## src/rtl/vga_frame_capture.sv

```systemverilog
// Receive-side VGA frame grabber: rebuilds one frame of pixels from sync/blank/rgb,
// writes it to a linear frame memory port, and checks line/frame timing.
module vga_frame_capture #(
    parameter int H_ACTIVE = 640,
    parameter int V_ACTIVE = 480,
    parameter int H_TOTAL  = 800,
    parameter int ADDR_W   = 19,
    parameter int DATA_W   = 8
) (
    input  logic              clk,
    input  logic              reset,
    input  logic              pix_en,
    input  logic              h_sync,
    input  logic              v_sync,
    input  logic              blank_n,
    input  logic [DATA_W-1:0] rgb,
    input  logic              start,
    output logic              busy,
    output logic              done,
    output logic              wr_en,
    output logic [ADDR_W-1:0] wr_addr,
    output logic [DATA_W-1:0] wr_data,
    output logic [9:0]        line_count,
    output logic              err_hlen,
    output logic              err_vlen,
    output logic              err_htotal,
    output logic [1:0]        fsm_state
);

    localparam int PIX_MAX = H_ACTIVE * V_ACTIVE - 1;
    localparam int RUN_W   = $clog2(H_ACTIVE + 2) + 1;
    localparam int HT_W    = $clog2(H_TOTAL + 2) + 1;

    typedef enum logic [1:0] {IDLE, WAIT_VS, CAPTURE, FINISH} state_t;

    state_t            state, state_nxt;
    logic              accept;
    logic              prev_hs, prev_vs, prev_bl;
    logic              hs_fall, vs_fall, vs_rise, bl_fall;
    logic              in_cap, line_end;
    logic [ADDR_W-1:0] pix_cnt;
    logic              pix_full;
    logic [RUN_W-1:0]  run, run_inc, end_len;
    logic [HT_W-1:0]   hcnt;
    logic              hs_seen;

    // Edges are taken against the previous pix_en-qualified sample only.
    assign hs_fall = pix_en & prev_hs & ~h_sync;
    assign vs_fall = pix_en & prev_vs & ~v_sync;
    assign vs_rise = pix_en & ~prev_vs & v_sync;
    assign bl_fall = pix_en & prev_bl & ~blank_n;

    assign in_cap    = (state == CAPTURE);
    assign fsm_state = state;

    assign run_inc = (run == {RUN_W{1'b1}}) ? run : run + 1'b1;
    // A v_sync cut while blank_n is still high ends the line including this sample.
    assign line_end = in_cap & (bl_fall | (vs_fall & blank_n));
    assign end_len  = bl_fall ? run : run_inc;

    always_comb begin
        state_nxt = state;
        busy      = 1'b0;
        done      = 1'b0;
        accept    = 1'b0;
        case (state)
            IDLE: begin
                if (start) begin
                    accept    = 1'b1;
                    state_nxt = WAIT_VS;
                end
            end
            WAIT_VS: begin
                busy = 1'b1;
                if (vs_rise) state_nxt = CAPTURE;
            end
            CAPTURE: begin
                busy = 1'b1;
                if (vs_fall) state_nxt = FINISH;
            end
            FINISH: begin
                done      = 1'b1;
                state_nxt = IDLE;
            end
            default: state_nxt = IDLE;
        endcase
    end

    always_ff @(posedge clk) begin
        if (reset) begin
            state      <= IDLE;
            prev_hs    <= 1'b1;
            prev_vs    <= 1'b1;
            prev_bl    <= 1'b1;
            wr_en      <= 1'b0;
            wr_addr    <= '0;
            wr_data    <= '0;
            line_count <= '0;
            err_hlen   <= 1'b0;
            err_vlen   <= 1'b0;
            err_htotal <= 1'b0;
            pix_cnt    <= '0;
            pix_full   <= 1'b0;
            run        <= '0;
            hcnt       <= '0;
            hs_seen    <= 1'b0;
        end else begin
            state <= state_nxt;
            wr_en <= 1'b0;

            if (pix_en) begin
                prev_hs <= h_sync;
                prev_vs <= v_sync;
                prev_bl <= blank_n;
                if (hs_fall)
                    hcnt <= HT_W'(1);
                else if (hcnt != {HT_W{1'b1}})
                    hcnt <= hcnt + 1'b1;
            end

            if (accept) begin
                line_count <= '0;
                err_hlen   <= 1'b0;
                err_vlen   <= 1'b0;
                err_htotal <= 1'b0;
                pix_cnt    <= '0;
                pix_full   <= 1'b0;
                run        <= '0;
                hs_seen    <= 1'b0;
            end else if (in_cap && pix_en) begin
                // Writes stop once the last frame address has been used.
                if (blank_n && !pix_full) begin
                    wr_en   <= 1'b1;
                    wr_addr <= pix_cnt;
                    wr_data <= rgb;
                    if (pix_cnt == ADDR_W'(PIX_MAX))
                        pix_full <= 1'b1;
                    else
                        pix_cnt <= pix_cnt + 1'b1;
                end

                if (line_end) begin
                    if (line_count != 10'h3FF) line_count <= line_count + 1'b1;
                    if (end_len != RUN_W'(H_ACTIVE)) err_hlen <= 1'b1;
                    run <= '0;
                end else if (blank_n) begin
                    run <= run_inc;
                end else begin
                    run <= '0;
                end

                // The first falling edge in a capture only opens the first period.
                if (hs_fall) begin
                    hs_seen <= 1'b1;
                    if (hs_seen && hcnt != HT_W'(H_TOTAL)) err_htotal <= 1'b1;
                end
            end

            if (state == FINISH)
                err_vlen <= (line_count != 10'(V_ACTIVE));
        end
    end

endmodule

```

## config.mk

```make
export PLATFORM = sky130hd
export DESIGN_NAME = vga_frame_capture
export DESIGN_NICKNAME = d
export VERILOG_FILES = /design/src/rtl/vga_frame_capture.sv
export SDC_FILE = /design/constraint.sdc
export NUM_CORES = 1
export LEC_CHECK = 0
export BUFFER_PORTS_ARGS = -buffer_cell sky130_fd_sc_hd__buf_2
export CORE_UTILIZATION = 57
export DETAILED_ROUTE_END_ITERATION = 16
export HOLD_SLACK_MARGIN = 0.1
export PLACE_DENSITY = 0.77
export RECOVER_POWER = 100
export SYNTH_ARGS = -nofsm -noshare
export SYNTH_HDL_FRONTEND = slang
export SYNTH_SLANG_ARGS = --single-unit
export TNS_END_PERCENT = 1
```

## constraint.sdc

```tcl
create_clock -name clk -period 2.75 [get_ports clk]
set_input_delay 0.275 -clock clk [delete_from_list [all_inputs] [get_ports clk]]
set_output_delay 0.275 -clock clk [all_outputs]
set_load 0.05 [all_outputs]
```

### After elaboration in Yosys (flattened, before gate mapping)

Cells that the tools add are included.

* word-level logic and storage cells: 87
* output and inout bits: 45
* bits in registers: 89

* bitwise operators: 18
* equality and inequality tests: 13
* $add $sub $neg: 4
* mux-type cells: 17
* reduce and logical (&&, ||, !) cells: 19

Operators with widths (count)
* $mux 11: 6
* $add 11x1->11 const B: 2
* $ne 11x10->1 const B: 2
* $reduce_and 3->1: 7
* $add 19x1->19 const B: 1
* $eq 19x19->1 const B: 1
* $eq 11x11->1 const B: 1
* $ne 11x11->1 const B: 1
* $add 10x1->10 const B: 1
* $and 1x1->1: 10
* $ne 10x10->1 const B: 1
* $ne 10x9->1 const B: 1
* $pmux 2 s4: 1
* $mux 1: 7
* $not 1->1: 7
* $mux 2: 3
* $ne 2x2->1 const B: 3
* $eq 2x2->1 const B: 2
* $reduce_and 2->1: 2
* $reduce_bool 2->1: 2
* $reduce_or 2->1: 2
* $logic_and 1x1->1: 3
* $reduce_or 3->1: 1
* $eq 2x1->1 const B: 1
* 3 further kinds: 3

### Depth between registers and ports, before layout

* depth after elaboration: 6
* gate-level depth with buffers: 9
* gate-level depth less buffers: 7

### Worst setup path after synthesis

OpenSTA, ideal clock, no wires.

* kind: register to register
* start point: register state[0], in the netlist fsm_state[0]
* end point: register wr_data[6]
* data arrival time: 2.286 ns
* cell stages (with the launch flop): 10
* path slack: 0.394 ns
* required time: 2.680 ns
* path buffers: 2
* setup time: 0.070 ns
* cell sequence: dfxtp_1 inv_1 ha_1 and2_1 nand3b_1 nand2b_1 clkbuf_1 clkbuf_1 nand2_1 a21oi_1

* longest elaborated chain between the ends: 4
* elaborated cells on any way between the ends: 6

RTL lines
* start, declared: line 36 `state_t state, state_nxt;`
* start signal, assigned: line 108 `state <= state_nxt;`
* $logic_not 2->1: line 66 `case (state)`
* $mux 1: line 66
* $not 1->1 (no line)
* $reduce_and 3->1 (no line) (*)
* end signal, assigned: line 135 `wr_data <= rgb;`
* end, declared: line 22 `output logic [DATA_W-1:0] wr_data,`

Mark *: on every way between the ends. The rest lies on a longest branch, timed or not.
A chain may end at the register's enable or synchronous reset.

### Final worst setup path

* start point: register state[0], in the netlist fsm_state[0]
* end point: register pix_cnt[18]

* longest elaborated chain between the ends: 3
* elaborated cells on any way between the ends: 6

RTL lines
* $eq 2x2->1 / $logic_not 2->1 (equally long branches): line 53, 66
* $logic_and 1x1->1 / $mux 1 (equally long branches): line 130, 66
* $reduce_and 3->1 (no line) / $reduce_or 2->1 (equally long branches)
* end signal, assigned: line 139 `pix_cnt <= pix_cnt + 1'b1;`
* end, declared: line 41 `logic [ADDR_W-1:0] pix_cnt;`

Several ways; a longest one is shown, not always the timed one.

==> results.yml <==
status:
  status: "completed"
floorplan:
  die_h_um: 89.9
  die-area_um2: 8070
  start_util_pct: 59.7
  io_pins: 60
  die_w_um: 89.9
  coreArea_um2: 7370
  rows: 31
synthesis:
  ys_warn_count: 0
  yosys.area.top_type_share_pct: 40.5
  synth-xor-area-share_pct: 5.18
  synth_top_family_by_area: "simple AND/OR/NAND/NOR gates"
  ys_ff_latch: 89
  synth_fp_nets: 552
  syn_area_per_cell_um2: 8.36
  synth-simple-area-share_pct: 27.6
  synth-async-reset-ratio_pct: 0
  synthMuxAreaShare_pct: 2.05
  ys_seq_area_share_pct: 40.5
  synth_fa_ha_area_share_pct: 3.13
  synth_area_leader_cell: "dfxtp_1"
  synth_flop_cell: "dfxtp_1"
  yosysUniqueCellTypes: 63
  synth-edff-count: 0
  synth-compound-area-share_pct: 16.8
  syn_inst: 526
  synthesis.area_um2: 4400
  synth_area_leaders: "dfxtp_1, nand2_1, a21oi_1, nor2_1, xnor2_1"
clock_tree:
  ctsResizeCount: 0
  insertion_delay_ns: 0.37
  cts_buffer_depth: 2
  htreeDepth: 3
  cts_setup_buffers: 0
  cts_tree: "done"
  cts_buffers: 9
  numClockSinks: 89
  hold_buffers: 0
  cts_root_buf: "clkbuf_8"
  clkTransAtPathRegs_ns: 0.10
sta:
  period_needed_ns: 2.35
  min_period_over_period_pct: 85.5
  rsz0062_at_grt: "false"
  fmax_mhz: 425
  setup_viol: 0
  skew_ns: 0.0166
  slew-limit-headroom_pct: 2.46
  slew_violations: 0
  worst_pin_slew_ns: 1.46
  finalSetupTns_ns: 0
  hold_viol_final: 0
placed_design:
  io_buffer_count: 59
  numPlacedInstances: 662
  place_area_um2: 4730
  dpl.hpwl_um: 6620
  gp_congestion: 0.893
setup_path:
  arrival_ns: 2.64
  crit_type: "flop to flop"
  start_kind: "flop"
  endpoint_kind: "flop"
  worst-endpoint-required_ns: 3.04
  cp_max_fo: 12
global_route:
  grt_pass1_vias: 3404
  grt_max_degree: 35
  grt_pass1_wl_um: 16100
  track_usage_pct: 24.0
  antenna_found_initial: 0
  grt_overflow: 0
power:
  swShare_pct: 34.4
  pwr-share-seq_pct: 49.1
  power.share.clock_pct: 31.0
  ir_drop_mv: 0.391
  powerDensity_nw_per_um2: 566
  power.internal_w: 0.00180
  p_leak_nw: 1.64
  p_sw_w: 0.000945
  p_comb_share_pct: 19.9
detailed_routing:
  viasPerCell: 5.73
  totalWireLength_um: 9470
  drc_errors: 0
  wl_per_cell_um: 14.0
  drt_iter0_drc: 336
  detail-route-antenna-nets: 0
  via_count: 3885
  dr.pass1.iters: 5
run:
  maxCapViolations: 0
final_layout:
  area.growth.synth_to_final_pct: 10.4
  drive_gt1_share_pct: 9.50
  final_util_pct: 65.9
  nets: 600
  fin_cells: 678
  multiInputGateArea_um2: 2410
  fill_cells: 671
  post-route-cell-area_um2: 4860
  num_antenna_cells: 0
  seq_area_um2: 1780
min_path:
  hp-class: "input pin to flop"
worst paths after layout:
kind	from	endpoint	slack (ns)	cells past startpoint
worst min register to register	wr_data[0]$_SDFFE_PP0P_	wr_data[0]$_SDFFE_PP0P_	0.45	2
worst max-delay path	fsm_state[0]$_SDFFE_PP0P_	pix_cnt[18]$_SDFFE_PP0P_	0.40	8
worst min-delay path	rgb[1]	wr_data[1]$_SDFFE_PP0P_	0.14	3
worst max register to register	fsm_state[0]$_SDFFE_PP0P_	pix_cnt[18]$_SDFFE_PP0P_	0.40	8
through the flow:
| stage | hold WS (ns) | power (W) | worst slack [ns] |
|---|---|---|---|
| after floorplan | 0.403 | 0.00180 | 0.394 |
| after global placement | 0.439 | 0.00192 | 0.655 |
| after detailed placement | 0.443 | 0.00194 | 0.534 |
| after CTS | 0.135 | 0.00278 | 0.507 |
| after global routing | 0.140 | 0.00287 | 0.184 |
| final | 0.137 | 0.00275 | 0.399 |
layout make-up:
class	instances	area share, %
Multi-Input combinational cell	389	49.5
Tap cell	99	2.55
Clock inverter	7	1.24
Clock buffer	9	2.55
Timing Repair Buffer	67	6.03
Inverter	18	1.39
Sequential cell	89	36.7
routing by layer:
layer	wire, um	global-route usage, %
met2	3980	35.8
met5	0	0
met3	583	4.82
met4	155	9.14
met1	4760	34.3
Yosys cell counts, types with 2 or more instances:
cell	n
a41o_1	2
nor4_1	3
nand4_1	17
nand3_1	15
a21oi_1	53
a2111oi_2	3
nor2_1	54
xnor2_1	16
o211ai_1	3
nor2b_1	2
nor3_1	5
buf_2	4
nand2_1	82
xor2_1	10
a311oi_1	3
or3_1	3
and4_1	5
a2111oi_1	2
and3_1	3
inv_1	18
o31ai_1	5
nor3b_1	3
nand3b_1	5
and2_1	7
ha_1	11
a211oi_1	5
o21ai_0	7
a31oi_1	9
a31o_1	2
o21ai_1	4
buf_6	3
clkbuf_1	21
a41oi_1	2
dfxtp_1	89
nor4b_1	4
nand2b_1	4
or4_1	6
mux2i_1	9
or2_2	3
state kept, by name, indices dropped and copies added (netlist names):
| signal | cells |
|---|---|
| wr_data | 8 |
| run | 11 |
| wr_en | 1 |
| prev_bl | 1 |
| err_hlen | 1 |
| prev_hs | 1 |
| wr_addr | 19 |
| line_count | 10 |
| fsm_state | 2 |
| hs_seen | 1 |
| pix_cnt | 19 |
| err_htotal | 1 |
| err_vlen | 1 |
| prev_vs | 1 |
| pix_full | 1 |
| hcnt | 11 |
critical path, cell delays in order (launching register included):
cell and delay [ns]:
dfxtp_1 0.36, inv_1 0.12, ha_1 0.24, and2_0 0.32, nand3b_1 0.14, buf_4 0.22, a2111oi_1 0.53, nand4_1 0.17
a21oi_1 0.17
cell families after synthesis:
group / Yosys count
DFF: 89
and+or+nand+nor: 232
AOI/OAI and AO/OA: 111
adders and majority gates: 11
muxes: 9
buffers and inverters: 48
xor gates and xnor gates: 26
cells in the final DEF (no fill, tap or decap), types with 4 or more instances in the layout:
master,count
dfxtp_1,89
xnor2_1,16
o21ai_1,4
clkbuf_1,46
nor2_1,54
o31ai_1,5
a21oi_1,53
nand3b_1,5
nand2_1,82
nor4b_1,4
buf_2,13
nand4_1,17
buf_4,6
ha_1,11
a31oi_1,9
xor2_1,10
or4_1,6
mux2i_1,9
a211oi_1,5
inv_1,18
nand3_1,15
clkbuf_8,9
and2_1,6
and4_1,5
nor3_1,5
o21ai_0,7
nand2b_1,4
power by group through the flow:
stage / sequential (W) / combinational (W) / clock (W)
after floorplan: 0.00145 / 0.000342 / 0
after global placement: 0.00137 / 0.000549 / 0
after detailed placement: 0.00138 / 0.000558 / 0
after CTS: 0.00135 / 0.000560 / 0.000867
after global routing: 0.00136 / 0.000596 / 0.000923
final: 0.00135 / 0.000546 / 0.000852
No activity file was read; power rests on OpenSTA's default activity.
